### src/rtl/bus_term_pkg.sv
// bus_term_pkg: shared defaults, width helpers and counter types for the bus terminal FIFO.
package bus_term_pkg;
  localparam int PCKG_SZ_DEF = 16;
  localparam int DEPTH_DEF = 8;
  localparam int STAT_W = 16;
  typedef logic [STAT_W-1:0] stat_t;
  typedef logic [$clog2(DEPTH_DEF+1)-1:0] cnt_t;
  typedef logic [$clog2(DEPTH_DEF)-1:0] ptr_t;
  function automatic int cnt_w(int depth);
    return $clog2(depth + 1);
  endfunction
  function automatic int ptr_w(int depth);
    return $clog2(depth);
  endfunction
  function automatic stat_t sat_inc(stat_t v);
    return v == '1 ? v : v + stat_t'(1);
  endfunction
endpackage

### src/rtl/bus_term_fifo_if.sv
// bus_term_fifo_if: host and bus signals of the terminal FIFO; BUS_TERM_FIFO_STATS_EN adds traffic counters.
interface bus_term_fifo_if
  import bus_term_pkg::*;
#(
  parameter int PCKG_SZ = PCKG_SZ_DEF,
  parameter int DEPTH = DEPTH_DEF
);
  logic wr_en;
  logic [PCKG_SZ-1:0] wr_data;
  logic tx_full;
  logic pndng;
  logic [PCKG_SZ-1:0] D_pop;
  logic pop;
  logic push;
  logic [PCKG_SZ-1:0] D_push;
  logic rd_en;
  logic [PCKG_SZ-1:0] rd_data;
  logic rd_valid;
  logic [cnt_w(DEPTH)-1:0] tx_count;
  logic [cnt_w(DEPTH)-1:0] rx_count;
  logic tx_ovf;
  logic rx_ovf;
  logic tx_unf;
`ifdef BUS_TERM_FIFO_STATS_EN
  stat_t tx_sent_cnt;
  stat_t rx_recv_cnt;
`endif
  modport slave (
    input wr_en, wr_data, pop, push, D_push, rd_en,
    output tx_full, pndng, D_pop, rd_data, rd_valid, tx_count, rx_count, tx_ovf, rx_ovf, tx_unf
`ifdef BUS_TERM_FIFO_STATS_EN
    , output tx_sent_cnt, rx_recv_cnt
`endif
  );
  modport master (
    output wr_en, wr_data, pop, push, D_push, rd_en,
    input tx_full, pndng, D_pop, rd_data, rd_valid, tx_count, rx_count, tx_ovf, rx_ovf, tx_unf
`ifdef BUS_TERM_FIFO_STATS_EN
    , input tx_sent_cnt, rx_recv_cnt
`endif
  );
endinterface

### src/rtl/sync_fifo.sv
// sync_fifo: show-ahead synchronous FIFO; a write at full is taken only when a read frees a slot that cycle.
module sync_fifo
  import bus_term_pkg::*;
#(
  parameter int W = PCKG_SZ_DEF,
  parameter int D = DEPTH_DEF
) (
  input  logic                  clk,
  input  logic                  reset,
  input  logic                  wr,
  input  logic [W-1:0]          din,
  input  logic                  rd,
  output logic [W-1:0]          dout,
  output logic [cnt_w(D)-1:0]   count,
  output logic                  full,
  output logic                  empty
);
  localparam int CW = cnt_w(D);
  localparam int PW = ptr_w(D);
  logic [W-1:0] mem [D];
  logic [PW-1:0] wp, rp;
  logic do_wr, do_rd;
  always_comb begin
    empty = count == '0;
    full = count == CW'(D);
    do_rd = rd && !empty;
    do_wr = wr && (!full || do_rd);
    dout = empty ? '0 : mem[rp];
  end
  always_ff @(posedge clk) begin
    if (reset) begin
      wp <= '0;
      rp <= '0;
      count <= '0;
    end else begin
      if (do_wr) wp <= wp + PW'(1);
      if (do_rd) rp <= rp + PW'(1);
      count <= count + CW'(do_wr) - CW'(do_rd);
    end
  end
  always_ff @(posedge clk)
    if (do_wr && !reset) mem[wp] <= din;
endmodule

### src/rtl/bus_term_fifo.sv
// bus_term_fifo: host<->bus packet terminal with independent TX/RX FIFOs and sticky error flags.
// Define BUS_TERM_FIFO_STATS_EN to add saturating sent/received packet counters.
module bus_term_fifo
  import bus_term_pkg::*;
#(
  parameter int PCKG_SZ = PCKG_SZ_DEF,
  parameter int DEPTH = DEPTH_DEF
) (
  input logic clk,
  input logic reset,
  bus_term_fifo_if.slave bus
);
  logic tx_empty, rx_full, rx_empty;
  logic [PCKG_SZ-1:0] rx_head;
  sync_fifo #(.W(PCKG_SZ), .D(DEPTH)) u_tx (
    .clk(clk), .reset(reset), .wr(bus.wr_en), .din(bus.wr_data), .rd(bus.pop),
    .dout(bus.D_pop), .count(bus.tx_count), .full(bus.tx_full), .empty(tx_empty)
  );
  sync_fifo #(.W(PCKG_SZ), .D(DEPTH)) u_rx (
    .clk(clk), .reset(reset), .wr(bus.push), .din(bus.D_push), .rd(bus.rd_en),
    .dout(rx_head), .count(bus.rx_count), .full(rx_full), .empty(rx_empty)
  );
  assign bus.pndng = !tx_empty;
  always_ff @(posedge clk) begin
    if (reset) begin
      bus.rd_data <= '0;
      bus.rd_valid <= 1'b0;
      bus.tx_ovf <= 1'b0;
      bus.rx_ovf <= 1'b0;
      bus.tx_unf <= 1'b0;
    end else begin
      bus.rd_valid <= bus.rd_en && !rx_empty;
      if (bus.rd_en && !rx_empty) bus.rd_data <= rx_head;
      if (bus.wr_en && bus.tx_full && !bus.pop) bus.tx_ovf <= 1'b1;
      if (bus.pop && tx_empty) bus.tx_unf <= 1'b1;
      if (bus.push && rx_full && !bus.rd_en) bus.rx_ovf <= 1'b1;
    end
  end
`ifdef BUS_TERM_FIFO_STATS_EN
  // a full RX is never empty, so rd_en there always frees the slot the push needs
  always_ff @(posedge clk) begin
    if (reset) begin
      bus.tx_sent_cnt <= '0;
      bus.rx_recv_cnt <= '0;
    end else begin
      if (bus.pop && !tx_empty) bus.tx_sent_cnt <= sat_inc(bus.tx_sent_cnt);
      if (bus.push && (!rx_full || bus.rd_en)) bus.rx_recv_cnt <= sat_inc(bus.rx_recv_cnt);
    end
  end
`endif
endmodule

### src/flat_wrapper.sv
// flat-port wrapper written by rule: the top's interface ports become plain ports
module bus_term_fifo_flat import bus_term_pkg::*;
#(
  parameter int PCKG_SZ = PCKG_SZ_DEF,
  parameter int DEPTH = DEPTH_DEF
)
  (clk, reset, bus_wr_en, bus_wr_data, bus_pop, bus_push, bus_D_push, bus_rd_en, bus_tx_full, bus_pndng, bus_D_pop, bus_rd_data, bus_rd_valid, bus_tx_count, bus_rx_count, bus_tx_ovf, bus_rx_ovf, bus_tx_unf);
  bus_term_fifo_if #(.PCKG_SZ(PCKG_SZ), .DEPTH(DEPTH)) bus_i ();
  input logic clk;
  input logic reset;
  input wire logic [$bits(bus_i.wr_en)-1:0] bus_wr_en;
  input wire logic [$bits(bus_i.wr_data)-1:0] bus_wr_data;
  input wire logic [$bits(bus_i.pop)-1:0] bus_pop;
  input wire logic [$bits(bus_i.push)-1:0] bus_push;
  input wire logic [$bits(bus_i.D_push)-1:0] bus_D_push;
  input wire logic [$bits(bus_i.rd_en)-1:0] bus_rd_en;
  output wire logic [$bits(bus_i.tx_full)-1:0] bus_tx_full;
  output wire logic [$bits(bus_i.pndng)-1:0] bus_pndng;
  output wire logic [$bits(bus_i.D_pop)-1:0] bus_D_pop;
  output wire logic [$bits(bus_i.rd_data)-1:0] bus_rd_data;
  output wire logic [$bits(bus_i.rd_valid)-1:0] bus_rd_valid;
  output wire logic [$bits(bus_i.tx_count)-1:0] bus_tx_count;
  output wire logic [$bits(bus_i.rx_count)-1:0] bus_rx_count;
  output wire logic [$bits(bus_i.tx_ovf)-1:0] bus_tx_ovf;
  output wire logic [$bits(bus_i.rx_ovf)-1:0] bus_rx_ovf;
  output wire logic [$bits(bus_i.tx_unf)-1:0] bus_tx_unf;
  assign bus_i.wr_en = bus_wr_en;
  assign bus_i.wr_data = bus_wr_data;
  assign bus_i.pop = bus_pop;
  assign bus_i.push = bus_push;
  assign bus_i.D_push = bus_D_push;
  assign bus_i.rd_en = bus_rd_en;
  assign bus_tx_full = bus_i.tx_full;
  assign bus_pndng = bus_i.pndng;
  assign bus_D_pop = bus_i.D_pop;
  assign bus_rd_data = bus_i.rd_data;
  assign bus_rd_valid = bus_i.rd_valid;
  assign bus_tx_count = bus_i.tx_count;
  assign bus_rx_count = bus_i.rx_count;
  assign bus_tx_ovf = bus_i.tx_ovf;
  assign bus_rx_ovf = bus_i.rx_ovf;
  assign bus_tx_unf = bus_i.tx_unf;
  bus_term_fifo #(.PCKG_SZ(PCKG_SZ), .DEPTH(DEPTH)) u_core (.clk(clk), .reset(reset), .bus(bus_i));
endmodule
### config.mk
export PLATFORM = sky130hd
export DESIGN_NAME = bus_term_fifo_flat
export DESIGN_NICKNAME = d
export VERILOG_FILES = /design/src/rtl/bus_term_pkg.sv /design/src/rtl/bus_term_fifo_if.sv /design/src/rtl/sync_fifo.sv /design/src/rtl/bus_term_fifo.sv /design/src/flat_wrapper.sv
export SDC_FILE = /design/constraint.sdc
export NUM_CORES = 1
export LEC_CHECK = 0
export ABC_AREA = 1
export BUFFER_PORTS_ARGS = -buffer_cell sky130_fd_sc_hd__buf_2
export CORE_MARGIN = 2
export CORE_UTILIZATION = 30
export CTS_CLUSTER_SIZE = 20
export DETAILED_ROUTE_END_ITERATION = 7
export HOLD_SLACK_MARGIN = 0.02
export PLACE_DENSITY = 0.54
export SETUP_SLACK_MARGIN = 0.02
export SLEW_MARGIN = 40
export SYNTH_ARGS = -nofsm -noshare
export SYNTH_HDL_FRONTEND = slang
export SYNTH_SLANG_ARGS = --single-unit
### constraint.sdc
create_clock -name clk -period 2.6 [get_ports clk]
set_input_delay 0.39 -clock clk [delete_from_list [all_inputs] [get_ports clk]]
set_output_delay 0.39 -clock clk [all_outputs]
set_load 0.02 [all_outputs]
Word level (Yosys, flattened, before mapping)
Memory sizes are Yosys's and may differ from the RTL's. A register that Yosys moved wholly into a read port is not among the register bits.
Index checks and enable logic that the tools add are counted.

storage, ports and cells
  register bits after elaboration = 24
  bits in writable memories = 256
  input bits = 38
  output and inout port bits = 46
  word-level logic and storage cells = 51
  memories kept = 2

operators by class
  add/subtract/negate cells = 8
  eq/ne operators = 2
  mux-type cells = 7
  reduce and logical (&&, ||, !) cells = 22

memories
  memory           depth  bits a word  rd ports  clocked after memory_dff  write ports  RTL line         text
  u_core.u_rx.mem  8      16           1         1                         1            sync_fifo.sv:20  logic [W-1:0] mem [D];
  u_core.u_tx.mem  8      16           1         1                         1            sync_fifo.sv:20

operators by type and width
  operator                                     count
  2-to-1 mux 16 bit                            1
  adder 3 x 1 -> 3 bit, second input constant  4
  logical AND 1 bit                            11
  adder 4 x 1 -> 4 bit                         2
  equality test 4 bit, second input constant   2
  logical NOT 4 bit                            2
  subtractor 4 x 1 -> 4 bit                    2
  logical NOT 1 bit                            7
  2-to-1 mux 3 bit                             2
  2-to-1 mux 1 bit                             4
  logical OR 1 bit                             2

Depth between registers and ports, before layout
Gate-level depths: netlist of the first run.

  depth after elaboration = 8
  depth in mapped cells = 16
  mapped depth without buffers = 16

By module
From an unflattened synthesis of the first run, not the netlist that was laid out.

second synthesis, totals
  cell total of the unflattened synthesis = 1287
  area total of the unflattened synthesis = 12881.1 um2

modules (own cells, without submodules)
  module                   instances  cells an instance  area each (um2)  seq. area each (um2)
  sync_fifo (u_core.u_rx)  1          583                6025.8           4103.9
  sync_fifo (u_core.u_tx)  1          584                6025.8           4103.9
  bus_term_fifo            1          120                829.5            400.4

Worst setup path after synthesis of the first run
OpenSTA, ideal clock, no wires.

  path kind = flip-flop to flip-flop
  start = register u_core.u_tx.count[2]
  end = memory u_core.u_tx.mem[2][0] in the netlist's numbering, enable pin
  arrival time = 2369 ps
  data required time = 2191 ps
  slack = -178 ps
  stages on the path, launching flop included = 9
  path buffers = 0
  path through = dfxtp_1 > inv_1 > ha_1 > nor3b_2 > nand2_2 > nand2_2 > inv_2 > nand2_1 > nor3_1

between the ends
  elaborated cells on any way between the ends = 10

RTL lines
  what                                    RTL line            text
  from (decl)                             sync_fifo.sv:14     output logic [cnt_w(D)-1:0] count,
  from (signal assigned)                  sync_fifo.sv:38     count <= count + CW'(do_wr) - CW'(do_rd);
  equality test 4 bit                     sync_fifo.sv:25     full = count == CW'(D);
  net bus_tx_full                         flat_wrapper.sv:17  output wire logic [$bits(bus_i.tx_full)-1:0] bus_tx_full;
  logical NOT 1 bit                       sync_fifo.sv:27     do_wr = wr && (!full || do_rd);
  logical OR 1 bit                        sync_fifo.sv:27
  logical AND 1 bit                       sync_fifo.sv:27
  logical AND 1 bit                       sync_fifo.sv:42     if (do_wr && !reset) mem[wp] <= din;
  2-to-1 mux 1 bit                        sync_fifo.sv:42
  2-to-1 mux 1 bit (implied by the code)  sync_fifo.sv:42
  to (decl)                               sync_fifo.sv:20

The timed path passes the listed nets, and every way through them passes these cells.

Worst setup path after layout of the first run
  start = register u_core.u_tx.count[2]
  end = output bus_D_pop[2]

between the ends
  longest elaborated chain between the ends = 2

ends and longest elaborated chain
  what               RTL line            text
  logical NOT 4 bit  sync_fifo.sv:24     empty = count == '0;
  2-to-1 mux 16 bit  sync_fifo.sv:28     dout = empty ? '0 : mem[rp];
  to (decl)          flat_wrapper.sv:19  output wire logic [$bits(bus_i.D_pop)-1:0] bus_D_pop;

Every way passes these cells.

==> results of run 1 <==
==> worst paths after layout <==
| path | from | end | slack [ns] | cells past startpoint |
|---|---|---|---|---|
| setup / recovery | u_core.u_tx.count[2]$_SDFF_PP0_ | bus_D_pop[2] | 0.20 | 7 |
| hold / removal | bus_wr_data[1] | u_core.u_tx.mem[2][1]$_DFFE_PP_ | 0.13 | 1 |
| setup reg to reg | u_core.u_rx.count[2]$_SDFF_PP0_ | u_core.u_rx.count[2]$_SDFF_PP0_ | 0.45 | 12 |
| hold reg to reg | u_core.bus.rd_data[14]$_SDFFE_PP0N_ | u_core.bus.rd_data[14]$_SDFFE_PP0N_ | 0.46 | 2 |
==> repair_timing <==
action,4_1_cts,5_1_grt
resized for setup,1,6
setup endpoints to repair,1,7
pin swaps,0,1
==> where the power goes <==
part	switching (uW)	internal (uW)	total, uW
logic	2670	1320	3990
clock network	1920	2990	4910
registers	219	5550	5770
total	4810	9860	14700
==> cells by family (layout without fill, tap and decap cells) <==
logic type,after synthesis,in the layout,share of synthesized area [%]
adder cells (fa/ha/maj),16,16,1.739
AO/OA/AOI/OAI,149,149,6.097
flip-flops,299,299,69.07
AND/OR/NAND/NOR,487,487,16.19
other,0,3,0
XOR/XNOR,4,4,0.2831
buffers and inverters,182,312,6.622
==> routing by layer <==
metal,vias up,wire (um),global-route usage [%]
li1,4025,-,-
met1,3797,12600,16.86
met2,151,13240,21.71
met3,62,1336,3.032
met4,6,823,5.025
met5,-,34,0
==> cells in the mapped netlist (all sizes together) <==
| library cell | instances | area, um2 |
|---|---|---|
| clkbuf | 7 | 27.52 |
| xnor2 | 1 | 8.760 |
| a21o | 1 | 7.510 |
| nand3 | 102 | 515.5 |
| o21a | 1 | 7.510 |
| ha | 14 | 175.2 |
| nor3 | 6 | 30.03 |
| nor3b | 2 | 20.02 |
| and3 | 1 | 6.260 |
| a211oi | 1 | 7.510 |
| inv | 126 | 473.0 |
| nand2 | 211 | 809.5 |
| nor2 | 165 | 621.9 |
| o21ai | 120 | 600.6 |
| a31oi | 1 | 6.260 |
| edfxtp | 256 | 7687 |
| fa | 2 | 40.04 |
| a21oi | 25 | 125.1 |
| dfxtp | 43 | 860.8 |
| clkinv | 1 | 3.750 |
| buf | 48 | 315.3 |
| xor2 | 3 | 26.28 |
==> state kept, by name (all words and copies together), names as in the netlist, 3 cells and up, named ones only <==
| name | count |
|---|---|
| u_core.u_rx.wp | 3 |
| u_core.u_tx.wp | 3 |
| u_core.u_tx.count | 4 |
| u_core.bus.rd_data | 16 |
| u_core.u_rx.mem | 128 |
| u_core.u_rx.count | 4 |
| u_core.u_tx.mem | 128 |
| u_core.u_tx.rp | 3 |
| u_core.u_rx.rp | 3 |
==> cell usage in the layout (no fill, tap or decap), types with 2 or more instances in the layout <==
cell / instances
inv_2: 7
fa_1: 2
buf_12: 4
inv_6: 2
xor2_1: 3
clkbuf_8: 6
inv_1: 119
clkinv_1: 5
o21ai_0: 79
buf_2: 83
nand2_2: 4
clkbuf_16: 37
buf_6: 4
a21oi_1: 25
dfxtp_1: 40
clkinv_2: 2
nand3_1: 101
bufinv_16: 2
clkinv_4: 2
nor2_2: 8
o21ai_1: 41
edfxtp_1: 256
nor2_1: 157
ha_1: 14
buf_4: 29
diode_2: 3
nor3_2: 6
clkbuf_1: 9
nand2_1: 206
dfxtp_4: 2
==> stage by stage <==
stage               utilization (%)  area [um2]  std cells  setup TNS [ns]  hold WS (ns)
detailed placement            33.11       13490       1734               0        0.4543
finish                        36.06       14690       1802               0        0.1336
floorplan                         -       12380       1137          -14.20        0.4334
global route                  36.06       14690       1802               0        0.1097
CTS                           35.99       14660       1799               0        0.1028
global placement              33.11       13490       1734               0        0.4494
==> worst max-delay path: cells and delay by family, from the launching register on <==
family / cells / cell delay [ns]
AND/OR/NAND/NOR: 2 / 0.29
buffers and inverters: 3 / 0.46
flip-flops: 1 / 0.33
AO/OA/AOI/OAI: 1 / 0.15
adder cells (fa/ha/maj): 1 / 0.23
==> layout make-up <==
cell class	instances	area [um2]	area share, %
clock buffer	52	1042	7.095
inverter	127	476.7	3.245
multi-input combinational	656	3055	20.80
timing repair buffer	120	758.2	5.161
tap	532	665.6	4.531
clock inverter	13	127.6	0.8688
sequential	299	8557	58.25
antenna	3	7.507	0.05110
==> flow_metrics.tcl, run 1 <==
set metrics [dict create \
    avgSynthCellArea_um2 10.88 \
    ys_types 33 \
    num_vias 8041 \
    status "finished, final reports clean" \
    root_buffer "clkbuf_16" \
    h-tree-depth 2 \
    fmax_ghz 0.4165 \
    ys_seq_area_share_pct 69.07 \
    cts_tree "yes" \
    post-route-drc-count 0 \
    max-vdd-ir-drop_mv 0.6658 \
    syn2layout_area_growth_pct 18.70 \
    place_hpwl_um 16270 \
    postCtsSetupRepairBufs 0 \
    initial_core_util_pct 30.38 \
    rows 74 \
    drive_gt1_share_pct 16.02 \
    floorplan.io_pins 84 \
    grt_max_degree 66 \
    clk_pin_slew_ns 0.06 \
    cellLeakagePower_uw 0.005763 \
    ctsHoldBuffers 0 \
    grt_pass1_vias 7783 \
    die_h_um 207.1 \
    cp.arrival_ns 2.01 \
    cp_slowest_stage_delay_ns 0.33 \
    grt_use_total_pct 13.18 \
    fin_nets 1294 \
    path_max_fanout 18 \
    core_um2 40740 \
    cp-end-kind "output port" \
    startpoint_type "flip-flop" \
    rsz0062_at_grt "false" \
    cap_violations 0 \
    min_period_over_period_pct 92.35 \
    yosys_warnings 0 \
    clk_latency_ns 0.53 \
    cts_sinks 299 \
    dp_slack_ns 0.4433 \
    grt_antenna_before_repair 6 \
    io_buffers 83 \
    worst_slew_pin_slew_ns 0.7230 \
    synthesis.area_um2 12380 \
    wirelength_um 28030 \
    required_ns 2.21 \
    drtIter0Drc 446 \
    syn_nets 1191 \
    gp_congestion 0.7514 \
    die_w_um 207.1 \
    avgRoutedWirePerCell_um 15.56 \
    gr-total-overflow 0 \
    hp-class "in2reg" \
    ant_nets 0 \
    fillers 4092 \
    cts.path.max_buffers 3 \
    finalSetupViolCount 0 \
    cts_buffers 36 \
    min_period_ns 2.401 \
    total_power_uw 14670 \
    synth_cells 1137 \
    crit_chain "inv_1 > ha_1 > nand2_4 > buf_6 > o21ai_0 > nor2_2 > buf_2" \
    ys_ff_latch 299 \
    fin_skew_ns 0.01400 \
    relSlewSlack_pct 51.80 \
    slew_violations 0 \
    power_density_nw_per_um2 998.6 \
    setup_slack_ns 0.1988 \
    cp_slowest_cell "dfxtp_1" \
    crit_type "reg2out" \
    dieArea_um2 42890 \
    dr.pass1.iters 5 \
    hold_viol 0 \
    via_per_inst 4.462 \
    grt_pass1_wl_um 44290 \
]
Note: power is estimated with default switching activity, not from simulation.
==> inputs of run 2 (changes only) <==
--- a/config.mk
+++ b/config.mk
@@ -6,6 +6,7 @@
 export NUM_CORES = 1
 export LEC_CHECK = 0
 export ABC_AREA = 1
+export ABC_CLOCK_PERIOD_IN_PS = 2600
 export BUFFER_PORTS_ARGS = -buffer_cell sky130_fd_sc_hd__buf_2
 export CORE_MARGIN = 2
 export CORE_UTILIZATION = 30
@@ -17,4 +18,5 @@
 export SLEW_MARGIN = 40
 export SYNTH_ARGS = -nofsm -noshare
 export SYNTH_HDL_FRONTEND = slang
+export SYNTH_HIERARCHICAL = 1
 export SYNTH_SLANG_ARGS = --single-unit
==> run 2 against run 1 <==
  * Die area rose by 4.0%
  * Via count rose by 7.7%
  * First-iteration DRC count grew 24%
  * Sequential power rose by 2%
  * Largest power group unchanged
  * Clock skew up 0.0060 ns
  * Clock power decreased by 7.7%
==> flow_metrics.tcl, run 2 <==
set metrics [dict create \
    setup_slack_ns 0.1438 \
    die_w_um 211.2 \
    fin_nets 1442 \
    dr.pass1.iters 4 \
    synth_most_common_cell "nor2_1" \
    crit_chain "inv_1 > ha_1 > nand2_4 > buf_4 > nand2_1 > nor2_1 > buf_2" \
    synthesis.area_um2 12880 \
    io_buffers 83 \
    max-vdd-ir-drop_mv 0.4112 \
    critPathLaunch "u_core/u_tx/count[2]$_SDFF_PP0_" \
    clk_pin_slew_ns 0.06 \
    initial_core_util_pct 30.57 \
    via_per_inst 4.436 \
    synth_cells 1287 \
    grt_antenna_before_repair 5 \
    min_period_ns 2.456 \
    grt_pass1_wl_um 46710 \
    stdcell_count 1952 \
    cts_buffers 34 \
    cts.path.max_buffers 3 \
    synth_top_area_cell "edfxtp_1" \
    hold_ws_ns 0.1533 \
    syn2layout_area_growth_pct 17.06 \
    synth_flop_cell "edfxtp_1" \
    hold_viol 0 \
    num_vias 8660 \
    drive_gt1_share_pct 13.31 \
    cp-end-kind "output port" \
    total_power_uw 15350 \
    ys_top_cells_by_area "edfxtp_1 60%, nor2_1 11%, dfxtp_1 7.1%, nand2_1 6.8%, inv_1 3.3%" \
    dp.cells 1887 \
    cts_sinks 302 \
    drtIter0Drc 552 \
    status "finished, final reports clean" \
    yosys_warnings 6 \
    synth_top_area_share_pct 59.68 \
    fin_setup_tns_ns 0 \
    finalSetupViolCount 0 \
    reg2reg_from "u_core/u_rx/count[2]$_SDFF_PP0_" \
    root_buffer "clkbuf_16" \
    cap_violations 0 \
    final_cell_mix "392 x nor2_1, 256 x edfxtp_1, 233 x nand2_1, 111 x inv_1, 83 x buf_2" \
    gr-total-overflow 0 \
    synth_edf_count 256 \
    required_ns 2.21 \
    avgSynthCellArea_um2 10.01 \
    dieArea_um2 44610 \
    startpoint_type "flip-flop" \
    hp-start "bus_D_push[2]" \
    cp.arrival_ns 2.07 \
    core_um2 42130 \
    floorplan.io_pins 84 \
    ctsHoldBuffers 0 \
    cp_slowest_cell "dfxtp_1" \
    min_period_over_period_pct 94.47 \
    cts_tree "yes" \
    fin_skew_ns 0.01999 \
    post-route-drc-count 0 \
    ys_types 26 \
    ys_seq_area_share_pct 66.83 \
    fmax_ghz 0.4071 \
    grt_max_degree 97 \
    ant_nets 0 \
    slew_violations 0 \
    cellLeakagePower_uw 0.006077 \
    syn_nets 1341 \
    rsz0062_at_grt "false" \
    dp_slack_ns 0.4943 \
    worst_slew_pin_slew_ns 0.6991 \
    clk_latency_ns 0.51 \
    place_hpwl_um 17920 \
    wirelength_um 30700 \
    netlist_top_cells_count "394 x nor2_1, 256 x edfxtp_1, 233 x nand2_1" \
    h-tree-depth 2 \
    synthArstFlopShare_pct 0 \
    die_h_um 211.2 \
    gp_congestion 0.7353 \
    top_regs "u_core/u_rx/mem: 128 flops, u_core/u_tx/mem: 128 flops, u_core/bus.rd_data: 16 flops" \
    ys_ff_latch 302 \
    hp-class "in2reg" \
    grt_pass1_vias 8129 \
    path_max_fanout 17 \
    cp_slowest_stage_delay_ns 0.32 \
    relSlewSlack_pct 53.33 \
    avgRoutedWirePerCell_um 15.73 \
    power_density_nw_per_um2 1018 \
    crit_type "reg2out" \
    rows 75 \
    final_common_cell "nor2_1" \
    grt_use_total_pct 13.68 \
]
-- run 2: worst max-delay path: cells and delay by family, from the launching register on --
family	cells	cell delay (ns)
AND/OR/NAND/NOR	3	0.42
flip-flops	1	0.32
buffers and inverters	3	0.57
adder cells (fa/ha/maj)	1	0.23
-- run 2: metrics by stage --
step / utilization (%) / instance area, um2
after detailed placement: 33.10 / 13950
after floorplan: - / 12880
final: 35.79 / 15080
after global placement: 33.09 / 13940
after CTS: 35.63 / 15010
after global routing: 35.78 / 15080
-- run 2: repair_timing --
action                                  CTS  global route
pin swaps                                 0             0
resized for setup                         2             4
endpoints found under the setup margin    7            13
cloned                                    1             2
setup buffers                             1             0
-- run 2: final timing paths --
| kind | cells after the start | slack [ns] | to |
|---|---|---|---|
| worst max-delay path | 7 | 0.14 | bus_D_pop[7] |
| worst min-delay path | 1 | 0.15 | u_core/u_rx/mem[3][2]$_DFFE_PP_ |
| worst max register to register | 8 | 0.54 | u_core/u_rx/mem[4][14]$_DFFE_PP_ |
| worst min register to register | 2 | 0.45 | u_core/bus.rx_ovf$_SDFFE_PP0P_ |
-- run 2: cell type report --
cell class / instances / area, um2
fill: 4220 / 27060
antenna: 1 / 2.502
multi-input combinational: 810 / 3502
timing repair buffer: 121 / 793.3
tap: 539 / 674.4
inverter: 118 / 449.2
timing repair inverter: 1 / 7.507
clock buffer: 49 / 928.4
clock inverter: 11 / 108.9
sequential: 302 / 8612
-- run 2: where the power goes --
group	switching [uW]	internal (uW)	total [uW]
registers	274	5610	5890
logic	3330	1600	4930
clock network	1850	2680	4530
-- run 2: kinds of logic (layout without fill, tap and decap cells) --
logic type	Yosys count	count (layout)	synth area share (%)
AOI/OAI and AO/OA	88	88	3.439
xor gates and xnor gates	3	3	0.2040
and+or+nand+nor	703	703	21.84
buffers and inverters	175	300	6.022
adders and majority gates	16	16	1.671
DFF	302	302	66.83
other	0	1	0
-- run 2: routing by layer --
metal	global-route usage [%]	share of wire, %
met1	16.62	42
met2	24.77	51
met3	3.107	5.0
met4	2.744	1.7
met5	0	0.21
